===== src/rtl/uart_packet_rx.sv =====
// uart_packet_rx: sync-hunting frame parser that buffers a payload and releases it as a valid/ready stream only when its checksum is good
module uart_packet_rx #(
  parameter int          MAX_LEN      = 16,
  parameter logic [7:0]  SYNC_BYTE    = 8'hA5,
  parameter int          TIMEOUT_CLKS = 21700
) (
  input  logic       i_clk,
  input  logic       i_reset,
  input  logic       i_rx_dv,
  input  logic [7:0] i_rx_byte,
  output logic [7:0] o_data,
  output logic       o_valid,
  input  logic       i_ready,
  output logic       o_last,
  output logic       o_busy,
  output logic       o_err_len,
  output logic       o_err_checksum,
  output logic       o_err_timeout,
  output logic       o_drop
);
  localparam int LW = $clog2(MAX_LEN + 1);
  localparam int TW = $clog2(TIMEOUT_CLKS + 1);
  typedef enum logic [2:0] {HUNT, LEN, PAYLOAD, CHECK, DRAIN} state_t;
  state_t state_q, state_d;
  logic [LW-1:0] len_q, len_d, wr_idx_q, wr_idx_d, rd_idx_q, rd_idx_d, rd_nxt;
  logic [7:0] sum_q, sum_d, data_q, data_d;
  logic [TW-1:0] tcnt_q, tcnt_d;
  logic valid_q, valid_d, last_q, last_d, busy_q, busy_d;
  logic err_len_q, err_len_d, err_ck_q, err_ck_d, err_to_q, err_to_d, drop_q, drop_d;
  logic in_frame, timeout;
  // Power-of-two depth keeps the LW-bit indices exactly matched to the array
  logic [7:0] mem_q [2**LW];
  always_comb begin
    in_frame = state_q inside {LEN, PAYLOAD, CHECK};
    timeout = in_frame && !i_rx_dv && tcnt_q >= TW'(TIMEOUT_CLKS - 1);
    rd_nxt = rd_idx_q + 1'b1;
    state_d = state_q;
    len_d = len_q;
    wr_idx_d = wr_idx_q;
    rd_idx_d = rd_idx_q;
    sum_d = sum_q;
    data_d = data_q;
    valid_d = valid_q;
    last_d = last_q;
    err_len_d = 1'b0;
    err_ck_d = 1'b0;
    err_to_d = 1'b0;
    drop_d = 1'b0;
    case (state_q)
      HUNT: if (i_rx_dv && i_rx_byte == SYNC_BYTE) state_d = LEN;
      LEN: if (i_rx_dv) begin
        if (i_rx_byte == 8'd0 || i_rx_byte > 8'(MAX_LEN)) begin
          err_len_d = 1'b1;
          state_d = HUNT;
        end else begin
          len_d = i_rx_byte[LW-1:0];
          sum_d = i_rx_byte;
          wr_idx_d = '0;
          state_d = PAYLOAD;
        end
      end
      PAYLOAD: if (i_rx_dv) begin
        sum_d = sum_q + i_rx_byte;
        wr_idx_d = wr_idx_q + 1'b1;
        state_d = (wr_idx_q == LW'(len_q - 1'b1)) ? CHECK : PAYLOAD;
      end
      CHECK: if (i_rx_dv) begin
        if (8'(sum_q + i_rx_byte) == 8'd0) begin
          state_d = DRAIN;
          rd_idx_d = '0;
          valid_d = 1'b1;
          data_d = mem_q[LW'(0)];
          last_d = len_q == LW'(1);
        end else begin
          err_ck_d = 1'b1;
          state_d = HUNT;
        end
      end
      DRAIN: begin
        drop_d = i_rx_dv;
        if (valid_q && i_ready) begin
          if (last_q) begin
            state_d = HUNT;
            valid_d = 1'b0;
            last_d = 1'b0;
          end else begin
            rd_idx_d = rd_nxt;
            data_d = mem_q[rd_nxt];
            last_d = rd_nxt == LW'(len_q - 1'b1);
          end
        end
      end
      default: state_d = HUNT;
    endcase
    if (timeout) begin
      state_d = HUNT;
      err_to_d = 1'b1;
    end
    tcnt_d = (!in_frame || i_rx_dv || state_d != state_q) ? '0 :
             (tcnt_q == TW'(TIMEOUT_CLKS)) ? tcnt_q : tcnt_q + 1'b1;
    busy_d = state_d != HUNT;
  end
  always_ff @(posedge i_clk) begin
    if (i_reset) begin
      state_q <= HUNT;
      len_q <= '0;
      wr_idx_q <= '0;
      rd_idx_q <= '0;
      sum_q <= '0;
      tcnt_q <= '0;
      data_q <= '0;
      valid_q <= 1'b0;
      last_q <= 1'b0;
      busy_q <= 1'b0;
      err_len_q <= 1'b0;
      err_ck_q <= 1'b0;
      err_to_q <= 1'b0;
      drop_q <= 1'b0;
    end else begin
      state_q <= state_d;
      len_q <= len_d;
      wr_idx_q <= wr_idx_d;
      rd_idx_q <= rd_idx_d;
      sum_q <= sum_d;
      tcnt_q <= tcnt_d;
      data_q <= data_d;
      valid_q <= valid_d;
      last_q <= last_d;
      busy_q <= busy_d;
      err_len_q <= err_len_d;
      err_ck_q <= err_ck_d;
      err_to_q <= err_to_d;
      drop_q <= drop_d;
    end
  end
  always_ff @(posedge i_clk) begin
    if (state_q == PAYLOAD && i_rx_dv) mem_q[wr_idx_q] <= i_rx_byte;
  end
  assign o_data = data_q;
  assign o_valid = valid_q;
  assign o_last = last_q;
  assign o_busy = busy_q;
  assign o_err_len = err_len_q;
  assign o_err_checksum = err_ck_q;
  assign o_err_timeout = err_to_q;
  assign o_drop = drop_q;
endmodule


===== config.mk =====
export PLATFORM = sky130hd
export DESIGN_NAME = uart_packet_rx
export DESIGN_NICKNAME = d
export VERILOG_FILES = /design/src/rtl/uart_packet_rx.sv
export SDC_FILE = /design/constraint.sdc
export NUM_CORES = 1
export LEC_CHECK = 0
export BUFFER_PORTS_ARGS = -buffer_cell sky130_fd_sc_hd__buf_2
export CAP_MARGIN = 0
export CORE_ASPECT_RATIO = 1.2
export CORE_MARGIN = 4
export CORE_UTILIZATION = 38
export CTS_BUF_LIST = sky130_fd_sc_hd__clkbuf_4 sky130_fd_sc_hd__clkbuf_8
export CTS_CLUSTER_SIZE = 25
export DETAILED_ROUTE_END_ITERATION = 8
export GPL_TIMING_DRIVEN = 0
export PLACE_DENSITY_LB_ADDON = 0.3
export SKIP_LAST_GASP = 1
export SYNTH_ARGS = -nofsm -noshare
export SYNTH_HDL_FRONTEND = slang
export SYNTH_SLANG_ARGS = --single-unit

===== constraint.sdc =====
create_clock -name i_clk -period 2.67 [get_ports i_clk]
set_input_delay 0.4005 -clock i_clk [delete_from_list [all_inputs] [get_ports i_clk]]
set_output_delay 0.4005 -clock i_clk [all_outputs]
set_load 0.005 [all_outputs]

==> flow_metrics.env, run 1 <==
export IMPL_cp_arrival_ns=3.23
export IMPL_overflow=0
export IMPL_p_seq_frac=0.568
export IMPL_period_share=1.02
export IMPL_drt_total_wl_mm=30.1
export IMPL_antenna_found_initial=1
export IMPL_drt_iter0_markers=520
export IMPL_drc=0
export IMPL_root_buffer="clkbuf_8"
export IMPL_rsz0062_at_grt="true"
export IMPL_grt_pass1_wl_mm=45.9
export IMPL_instances_no_fill=1343
export IMPL_syn_nets=798
export IMPL_die_width_um=176
export IMPL_hold_viol_final=0
export IMPL_dp_cells=1245
export IMPL_synthCells=769
export IMPL_grt_max_degree=38
export IMPL_regToRegEndpoint="rd_idx_q[2]$_SDFFE_PP0P_"
export IMPL_min_path_cells=3
export IMPL_status="complete, but fails checks"
export IMPL_place_hpwl_mm=19.1
export IMPL_num_vias=7149
export IMPL_synth_area_sq_um=12900
export IMPL_fin_crit_ns=2.72
export IMPL_switching_share=0.211
export IMPL_cts_tree="done"
export IMPL_htree_levels=2
export IMPL_cts_buffer_depth=3
export IMPL_worst_clock_skew_ns=0.0189
export IMPL_yosysSeqAreaShare=0.681
export IMPL_fin_hold_ws_ns=0.169
export IMPL_die_area_sq_um=37100
export IMPL_regToRegStartpoint="sum_q[0]$_SDFFE_PP0P_"
export IMPL_synthFlopType="edfxtp_1"
export IMPL_utilization=0.452
export IMPL_coreArea_sq_um=33300
export IMPL_drv_cap=0
export IMPL_worst_path_buf_inv=1
export IMPL_synth_warnings=0
export IMPL_synth_avg_cell_area_sq_um=16.8
export IMPL_max_freq_ghz=0.367
export IMPL_path_common_cell="or4_4"
export IMPL_viasPerCell=5.32
export IMPL_cp_max_fo=5
export IMPL_p_clk_frac=0.417
export IMPL_clk_latency_ns=0.58
export IMPL_portBuffers=26
export IMPL_p_int_mw=7.31
export IMPL_hp_start="i_reset"
export IMPL_clk_pin_slew_ns=0.07
export IMPL_tns_ns=-0.0746
export IMPL_relSlewSlack=0.251
export IMPL_ir_drop_uv=331
export IMPL_n_antenna_cell=0
export IMPL_grt_usage=0.164
export IMPL_dr_pass1_iters=5
export IMPL_die_h_um=210
export IMPL_cp_slowest_cell="or4_4"
export IMPL_fin_nets=885
export IMPL_whs_endpoint="o_err_timeout$_SDFF_PP0_"
export IMPL_final_layout_size_suffix_gt1_frac=0.300
export IMPL_grt_pass1_vias=7557
export IMPL_comb_power_share=0.015
export IMPL_violations="setup timing"
export IMPL_maxSlewViolCount=0
export IMPL_cts_buffers=48
export IMPL_path_delay_family="simple AND/OR/NAND/NOR gates"
export IMPL_required_ns=3.18
export IMPL_crit_path_end_kind="register"
export IMPL_ys_ff_latch=312
export IMPL_setup_slack_ns=-0.0525
export IMPL_ys_types=59
export IMPL_power_leakage_nw=4.74
export IMPL_slowest_delay_ns=0.59
export IMPL_final_antenna_net_count=0
export IMPL_ios=27
export IMPL_total_power_mw=9.26
export IMPL_cp_cell_sequence="ha_4, buf_6, a211oi_4, o31ai_4, xor2_1, or4_4, o31a_1, or4_4, a21oi_2"
export IMPL_synth_edff_count=256
export IMPL_clock_sinks=312
export IMPL_powerDensity_nw_per_um2=614
export IMPL_min_path_type="in -> reg"
export IMPL_area_growth_pct=16.6
export IMPL_p_switching_mw=1.95
export IMPL_finalSetupViolations=3
export IMPL_start_kind="register"
export IMPL_start_util=0.388
export IMPL_regToRegSetupSlack_ns=-0.05
export IMPL_crit_type="reg -> reg"
export IMPL_async_flop_share=0
export IMPL_worstMarginPinSlew_ns=1.12
export IMPL_gp_congestion=0.767
export IMPL_rows=73
export IMPL_reg2reg_depth=9
export IMPL_avgRoutedWirePerCell_um=22.4
-- cell usage after synthesis, types with 2 or more instances --
master	n	area, sq um
and2_1	4	25.0
mux2i_1	13	130
ha_1	16	200
nand4_1	5	31.3
buf_2	6	30.0
nand3b_1	6	45.0
or4_1	3	22.5
o2111ai_1	8	70.1
inv_1	10	37.5
o31ai_1	3	22.5
nand2b_1	8	50.1
or3b_2	2	17.5
a32o_1	2	20.0
and4b_1	2	20.0
xnor2_1	16	140
nor4b_1	2	17.5
o21ai_0	16	80.1
nor2_1	75	282
o221a_2	2	22.5
nand4b_1	3	26.3
a21boi_0	2	15.0
o21a_1	2	15.0
mux4_2	80	1800
or2_1	2	12.5
or3_1	2	12.5
nand2_1	34	128
a21oi_1	24	120
o31a_1	3	26.3
mux2_2	2	22.5
nor2b_1	3	18.8
dfxtp_1	56	1120
o22ai_1	2	12.5
buf_1	2	7.51
nor4_1	4	25.0
xor2_1	24	210
edfxtp_1	256	7690
nor3_1	10	50.1
nand3_1	9	45.0
clkbuf_1	26	97.6
and3_1	5	31.3
-- state kept, by name (all words and copies together) (netlist names) --
register and cells:
o_data 8, o_err_checksum 1, mem_q 256, wr_idx_q 5
o_drop 1, len_q 5, o_err_timeout 1, rd_idx_q 5
o_last 1, tcnt_q 15, o_err_len 1, o_busy 1
sum_q 8, o_valid 1, state_q 3
-- per-layer routing --
layer,GRT usage,up-vias,part of all wire
met5,0,-,0.00043
li1,-,3210,-
met3,0.0265,59,0.047
met2,0.290,190,0.53
met4,0.0587,2,0.029
met1,0.204,3688,0.39
-- cells by family (layout without fill, tap and decap cells) --
logic type / after synthesis / in the layout / synth area share
compound gates: 73 / 73 / 0.0377
xor+xnor: 41 / 41 / 0.0283
fa+ha+maj: 17 / 17 / 0.0170
buf+inv: 45 / 169 / 0.0142
flops: 312 / 312 / 0.681
mux: 95 / 95 / 0.151
simple gates: 186 / 186 / 0.0710
-- metrics by stage --
step / setup slack (ns) / instance area [sq um]
floorplan: -0.0320 / 13000
global placement: -1.01 / 13600
detailed placement: -1.05 / 13700
CTS: -0.124 / 14900
global route: -0.148 / 15100
finish: -0.0525 / 15100
-- power groups by stage --
stage / registers (mW) / logic [mW] / clock network (mW)
finish: 5.26 / 0.143 / 3.86
floorplan: 5.36 / 0.0318 / 0
global route: 5.25 / 0.155 / 4.17
CTS: 5.26 / 0.139 / 3.96
detailed placement: 5.36 / 0.131 / 0
global placement: 5.36 / 0.127 / 0
-- what timing repair did --
action,CTS,global route
hold buffers,0,0
resized for setup,83,37
setup buffers,7,3
pin swaps,17,9
setup endpoints to repair,167,59
cloned,1,0
-- worst max path at each step --
stage,slack [ns],end,depth (start not counted),from
after detailed placement,-1.05,o_data[6]$_SDFFE_PP0P_,11,i_rx_byte[0]
after global placement,-1.01,o_data[2]$_SDFFE_PP0P_,11,i_rx_byte[0]
after CTS,-0.12,rd_idx_q[2]$_SDFFE_PP0P_,9,sum_q[0]$_SDFFE_PP0P_
after floorplan,-0.03,rd_idx_q[2]$_SDFFE_PP0P_,9,i_rx_byte[0]
final,-0.05,rd_idx_q[2]$_SDFFE_PP0P_,9,sum_q[0]$_SDFFE_PP0P_
after global routing,-0.15,rd_idx_q[2]$_SDFFE_PP0P_,9,sum_q[0]$_SDFFE_PP0P_
-- worst reg2reg max path: stages, from the launching register on --
cell	delay, ns
dfxtp_2	0.33
ha_4	0.16
buf_6	0.12
a211oi_4	0.27
o31ai_4	0.09
xor2_1	0.16
or4_4	0.59
o31a_1	0.34
or4_4	0.44
a21oi_2	0.15
-- cells in the final DEF (no fill, tap or decap), drive strengths merged, types with 5 or more instances in the layout --
| cell type | count |
|---|---|
| edfxtp | 256 |
| inv | 11 |
| nor2 | 76 |
| nand2b | 8 |
| nand3b | 6 |
| clkbuf | 80 |
| nand2 | 34 |
| nor3 | 10 |
| mux4 | 80 |
| a21oi | 24 |
| nand3 | 9 |
| xor2 | 25 |
| ha | 16 |
| o21ai | 17 |
| mux2i | 13 |
| buf | 50 |
| clkinv | 25 |
| dfxtp | 56 |
| and3 | 5 |
| nand4 | 5 |
| xnor2 | 16 |
| o2111ai | 8 |
-- area by class of cell --
cell class | count | area, sq um
Inverter | 10 | 37.5
Fill cell | 2891 | 18300
Buffer | 35 | 278
Tap cell | 450 | 563
Sequential cell | 312 | 8810
Timing Repair Buffer | 37 | 233
Clock inverter | 29 | 183
Clock buffer | 58 | 736
Multi-Input combinational cell | 412 | 4240
No activity file was read; power rests on OpenSTA's default activity.
==> run 2: changes to the inputs <==
--- a/config.mk
+++ b/config.mk
@@ -7,6 +7,8 @@
 export LEC_CHECK = 0
 export BUFFER_PORTS_ARGS = -buffer_cell sky130_fd_sc_hd__buf_2
 export CAP_MARGIN = 0
+export CELL_PAD_IN_SITES_DETAIL_PLACEMENT = 1
+export CELL_PAD_IN_SITES_GLOBAL_PLACEMENT = 1
 export CORE_ASPECT_RATIO = 1.2
 export CORE_MARGIN = 4
 export CORE_UTILIZATION = 38
==> flow_metrics.env, run 2 (same netlist as run 1, synthesis figures left out) <==
export IMPL_status="complete, but fails checks"
export IMPL_violations="setup timing"
export IMPL_setup_slack_ns=-0.106
export IMPL_max_freq_ghz=0.360
export IMPL_grt_max_degree=38
export IMPL_coreArea_sq_um=33300
export IMPL_grt_pass1_vias=7652
export IMPL_tns_ns=-0.612
export IMPL_postCtsHoldBufs=0
export IMPL_grt_usage=0.170
export IMPL_ios=27
export IMPL_whs_endpoint="o_err_timeout$_SDFF_PP0_"
export IMPL_gp_congestion=0.766
export IMPL_cp_max_fo=5
export IMPL_crit_type="reg -> reg"
export IMPL_final_common_cell="edfxtp_1"
export IMPL_drt_total_wl_mm=31.4
export IMPL_instances_no_fill=1360
export IMPL_ir_drop_uv=324
export IMPL_clock_sinks=312
export IMPL_cts_buffers=50
export IMPL_clk_pin_slew_ns=0.06
export IMPL_period_share=1.04
export IMPL_regToRegEndpoint="rd_idx_q[4]$_SDFFE_PP0P_"
export IMPL_post_dp_cell_area_sq_um=13600
export IMPL_total_power_mw=9.51
export IMPL_cts_buffer_depth=3
export IMPL_hold_viol_final=0
export IMPL_regToRegSetupSlack_ns=-0.11
export IMPL_min_path_type="in -> reg"
export IMPL_drt_iter0_markers=467
export IMPL_worst_clock_skew_ns=0.0322
export IMPL_reg2reg_depth=9
export IMPL_fin_crit_ns=2.78
export IMPL_regMostFlops="mem_q"
export IMPL_stdcell_area_sq_um=15200
export IMPL_hp_start="i_reset"
export IMPL_start_util=0.388
export IMPL_start_kind="register"
export IMPL_required_ns=3.18
export IMPL_portBuffers=26
export IMPL_drv_cap=0
export IMPL_finalSetupViolations=12
export IMPL_clk_latency_ns=0.59
export IMPL_regToRegStartpoint="sum_q[0]$_SDFFE_PP0P_"
export IMPL_fin_hold_ws_ns=0.158
export IMPL_cts_tree="done"
export IMPL_post_place_ws_ns=-1.14
export IMPL_die_h_um=210
export IMPL_dr_pass1_iters=5
export IMPL_crit_path_end_kind="register"
export IMPL_rows=73
export IMPL_maxSlewViolCount=0
export IMPL_num_vias=7185
export IMPL_reg_top3="mem_q x256, tcnt_q x15"
export IMPL_root_buffer="clkbuf_8"
export IMPL_antenna_found_initial=0
export IMPL_relSlewSlack=0.364
export IMPL_final_cell_mix="256 x edfxtp_1, 80 x mux4_2, 74 x nor2_1"
export IMPL_die_width_um=176
export IMPL_rsz0062_at_grt="true"
export IMPL_grt_pass1_wl_mm=47.5
export IMPL_place_hpwl_mm=20.9
export IMPL_final_antenna_net_count=0
export IMPL_worstMarginPinSlew_ns=0.948
export IMPL_overflow=0
export IMPL_power_leakage_nw=4.90
export IMPL_powerDensity_nw_per_um2=624
export IMPL_avgRoutedWirePerCell_um=23.1
export IMPL_largest_reg_flops=256
export IMPL_n_antenna_cell=0
export IMPL_drc=0
export IMPL_utilization=0.457
export IMPL_area_growth_pct=17.7
export IMPL_cp_arrival_ns=3.29
export IMPL_fin_nets=898
export IMPL_min_path_cells=3
export IMPL_die_area_sq_um=37100
export IMPL_viasPerCell=5.28
export IMPL_dp_cells=1245
export IMPL_final_layout_size_suffix_gt1_frac=0.307
export IMPL_htree_levels=2
run 2: worst max-delay path by stage:
| stage | start | depth (start not counted) | slack [ns] | endpoint |
|---|---|---|---|---|
| CTS | sum_q[0]$_SDFFE_PP0P_ | 10 | -0.15 | o_data[4]$_SDFFE_PP0P_ |
| finish | sum_q[0]$_SDFFE_PP0P_ | 9 | -0.11 | rd_idx_q[4]$_SDFFE_PP0P_ |
| detailed placement | i_rx_byte[1] | 10 | -1.14 | o_data[5]$_SDFFE_PP0P_ |
| floorplan | i_rx_byte[0] | 9 | -0.03 | rd_idx_q[2]$_SDFFE_PP0P_ |
| global placement | i_rx_byte[0] | 11 | -1.06 | o_data[5]$_SDFFE_PP0P_ |
| global route | sum_q[0]$_SDFFE_PP0P_ | 9 | -0.18 | rd_idx_q[3]$_SDFFE_PP0P_ |
run 2: routing by layer:
layer | GRT usage | vias to the layer above | part of all wire
li1 | - | 3239 | -
met1 | 0.212 | 3760 | 0.40
met2 | 0.300 | 137 | 0.53
met3 | 0.0316 | 49 | 0.039
met4 | 0.0547 | 0 | 0.031
met5 | 0 | - | 0
run 2: cell type report:
type,instances,area [sq um]
tap,450,563
clock buffer,78,936
inverter,10,37.5
clock inverter,15,76.3
fill,3223,18100
sequential,312,8810
multi-input combinational,413,4180
buffer,35,293
timing repair buffer,47,333
run 2: what timing repair did:
| action | 4_1_cts | 5_1_grt |
|---|---|---|
| gates cloned | 1 | 1 |
| resized for setup | 78 | 27 |
| setup buffers | 8 | 12 |
| pin swaps | 18 | 12 |
| endpoints found under the setup margin | 172 | 78 |
run 2: worst max-delay path, stage by stage (launching register included):
cell and delay (ns):
dfxtp_2 0.35, ha_4 0.16, inv_2 0.04, fa_2 0.38, xor2_2 0.20, nand3b_1 0.11, or4_4 0.57, o31a_1 0.33
or4_1 0.41, a21oi_1 0.15
run 2: where the power goes:
| part | switching (mW) | internal, mW | total [mW] |
|---|---|---|---|
| clock | 1.87 | 2.24 | 4.11 |
| sequential | 0.0000344 | 5.26 | 5.26 |
| combinational | 0.115 | 0.0279 | 0.143 |
==> run 3: changes to the inputs <==
--- a/config.mk
+++ b/config.mk
@@ -5,12 +5,13 @@
 export SDC_FILE = /design/constraint.sdc
 export NUM_CORES = 1
 export LEC_CHECK = 0
+export ABC_AREA = 1
 export BUFFER_PORTS_ARGS = -buffer_cell sky130_fd_sc_hd__buf_2
 export CAP_MARGIN = 0
 export CELL_PAD_IN_SITES_DETAIL_PLACEMENT = 1
 export CELL_PAD_IN_SITES_GLOBAL_PLACEMENT = 1
 export CORE_ASPECT_RATIO = 1.2
-export CORE_MARGIN = 4
+export CORE_MARGIN = 2
 export CORE_UTILIZATION = 38
 export CTS_BUF_LIST = sky130_fd_sc_hd__clkbuf_4 sky130_fd_sc_hd__clkbuf_8
 export CTS_CLUSTER_SIZE = 25
==> flow_metrics.env, run 3 <==
export IMPL_status="finished clean"
export IMPL_cp_max_fo=10
export IMPL_drv_cap=0
export IMPL_clock_sinks=312
export IMPL_portBuffers=25
export IMPL_place_hpwl_mm=29.4
export IMPL_relSlewSlack=0.305
export IMPL_cts_buffers=49
export IMPL_hold_viol_final=0
export IMPL_cp_cell_sequence="ha_1, buf_2, buf_4, clkbuf_2, o21ai_0, o211ai_1, nand3_1, nand2_1, nand2_1, nand3_1, nand2_1, a21oi_1"
export IMPL_synthFlopType="edfxtp_1"
export IMPL_switching_share=0.206
export IMPL_utilization=0.443
export IMPL_largest_reg_flops=256
export IMPL_start_util=0.385
export IMPL_final_cell_mix="256 x edfxtp_1, 234 x nor2_1, 223 x nand2_1"
export IMPL_cts_tree="done"
export IMPL_n_antenna_cell=0
export IMPL_synth_top_cells_by_count="259 x nor2_1, 256 x edfxtp_1, 228 x nand2_1"
export IMPL_crit_type="reg -> reg"
export IMPL_ios=27
export IMPL_clk_latency_ns=0.60
export IMPL_area_growth_pct=14.8
export IMPL_rsz0062_at_grt="false"
export IMPL_reg_top3="mem_q x256, tcnt_q x15"
export IMPL_power_leakage_nw=5.74
export IMPL_ys_types=45
export IMPL_grt_usage=0.234
export IMPL_die_area_sq_um=38000
export IMPL_max_freq_ghz=0.390
export IMPL_comb_power_share=0.014
export IMPL_min_path_type="in -> reg"
export IMPL_worst_path_buf_inv=3
export IMPL_cts_buffer_depth=3
export IMPL_die_width_um=178
export IMPL_required_ns=3.18
export IMPL_yosysSeqAreaShare=0.636
export IMPL_ir_drop_uv=411
export IMPL_gp_congestion=0.865
export IMPL_rows=76
export IMPL_syn_nets=1381
export IMPL_final_antenna_net_count=0
export IMPL_tns_ns=0
export IMPL_avgRoutedWirePerCell_um=22.3
export IMPL_viasPerCell=5.38
export IMPL_fill_cells=4031
export IMPL_clk_pin_slew_ns=0.07
export IMPL_htree_levels=2
export IMPL_path_common_cell="nand2_1"
export IMPL_final_layout_size_suffix_gt1_frac=0.154
export IMPL_setup_slack_ns=0.108
export IMPL_post_place_ws_ns=-0.820
export IMPL_maxSlewViolCount=0
export IMPL_grt_pass1_wl_mm=65.5
export IMPL_worstMarginPinSlew_ns=1.04
export IMPL_drc=0
export IMPL_synth_avg_cell_area_sq_um=10.2
export IMPL_cp_arrival_ns=3.07
export IMPL_grt_pass1_vias=10924
export IMPL_synthCells=1352
export IMPL_path_delay_family="buffers and inverters"
export IMPL_synth_area_top_cells="edfxtp_1 55%, dfxtp_1 8.1%, nor2_1 7.0%, nand2_1 6.2%, o21ai_0 4.4%"
export IMPL_slowest_delay_ns=0.39
export IMPL_postCtsHoldBufs=0
export IMPL_fin_nets=1459
export IMPL_ys_ff_latch=312
export IMPL_synth_warnings=0
export IMPL_async_flop_share=0
export IMPL_num_vias=10433
export IMPL_drt_iter0_markers=721
export IMPL_start_kind="register"
export IMPL_yosysTopAreaCellShare=0.555
export IMPL_die_h_um=213
export IMPL_overflow=0
export IMPL_synth_area_sq_um=13900
export IMPL_cp_slowest_cell="dfxtp_4"
export IMPL_powerDensity_nw_per_um2=617
export IMPL_fin_crit_ns=2.56
export IMPL_worst_clock_skew_ns=0.0167
export IMPL_p_switching_mw=2.02
export IMPL_regMostFlops="mem_q"
export IMPL_dr_pass1_iters=5
export IMPL_finalSetupViolations=0
export IMPL_yosys_area_top_type="edfxtp_1"
export IMPL_drt_total_wl_mm=43.3
export IMPL_crit_path_end_kind="register"
export IMPL_root_buffer="clkbuf_8"
export IMPL_synth_edff_count=256
export IMPL_antenna_found_initial=0
export IMPL_p_seq_frac=0.536
export IMPL_synth_most_common_cell="nor2_1"
export IMPL_p_int_mw=7.79
export IMPL_post_dp_cell_area_sq_um=14600
export IMPL_grt_max_degree=37
export IMPL_coreArea_sq_um=35900
export IMPL_final_common_cell="edfxtp_1"
export IMPL_p_clk_frac=0.450
export IMPL_period_share=0.959
export IMPL_stdcell_area_sq_um=15900
-- run 3: changes by cell type in the layout (fill, tap and decap cells not counted), sizes merged, moves of 12 or more --
cell / before / now
mux2i: 13 / 0
nand2: 34 / 231
inv: 12 / 88
mux4: 80 / 0
o21ai: 17 / 124
nand4: 5 / 17
nand3: 9 / 93
o211ai: 1 / 35
nor2: 77 / 273
-- run 3: kinds of logic after synthesis --
family | after synthesis | synth area share
AO/OA/AOI/OAI | 201 | 0.0828
AND/OR/NAND/NOR | 639 | 0.195
XOR/XNOR | 29 | 0.0216
buffers and inverters | 154 | 0.0489
adder cells (fa/ha/maj) | 17 | 0.0159
flip-flops | 312 | 0.636
-- run 3: power by group through the flow --
stage	clock, mW	combinational [mW]	sequential (mW)
4_1_cts	4.48	0.141	5.26
2_1_floorplan	0	0.0372	5.36
6_report	4.41	0.141	5.26
3_5_place_dp	0	0.140	5.36
3_3_place_gp	0	0.135	5.36
5_1_grt	4.67	0.154	5.25
-- run 3: cell type report --
class,instances,area [sq um],area share
clock inverters,13,136,0.00857
flip-flops and latches,312,8810,0.554
repair buffers,26,143,0.00897
multi-input cells,887,4590,0.289
well taps,468,586,0.0368
clock buffers,78,936,0.0588
plain buffers,64,364,0.0229
inverters,90,342,0.0215
-- run 3: final timing paths --
check | start | endpoint | slack (ns) | cells past startpoint
worst min register to register | sum_q[7]$_SDFFE_PP0P_ | sum_q[7]$_SDFFE_PP0P_ | 0.48 | 2
worst max register to register | rd_idx_q[0]$_SDFFE_PP0P_ | o_data[2]$_SDFFE_PP0P_ | 0.11 | 12
worst max-delay path | rd_idx_q[0]$_SDFFE_PP0P_ | o_data[2]$_SDFFE_PP0P_ | 0.11 | 12
worst min-delay path | i_reset | len_q[4]$_SDFFE_PP0P_ | 0.11 | 2
-- run 3: per-layer routing --
layer,track usage,routed length [um],vias to the layer above
met5,0,0,-
met1,0.282,17500,5219
li1,-,-,4821
met3,0.0310,2120,82
met2,0.413,21900,311
met4,0.108,1770,0
-- run 3: through the flow --
step                      instances  hold WS [ns]  power, mW
after global placement         1845         0.462       5.50
after global routing           1938        0.0913       10.1
after detailed placement       1845         0.471       5.50
final                          1938         0.112       9.81
after floorplan                1352         0.445       5.40
after CTS                      1936        0.0669       9.88
-- run 3: what timing repair did --
item	in CTS	in global routing
pin swaps	0	4
gates resized for setup	25	64
gates cloned	0	1
buffers inserted	0	1
endpoints found under the setup margin	205	197
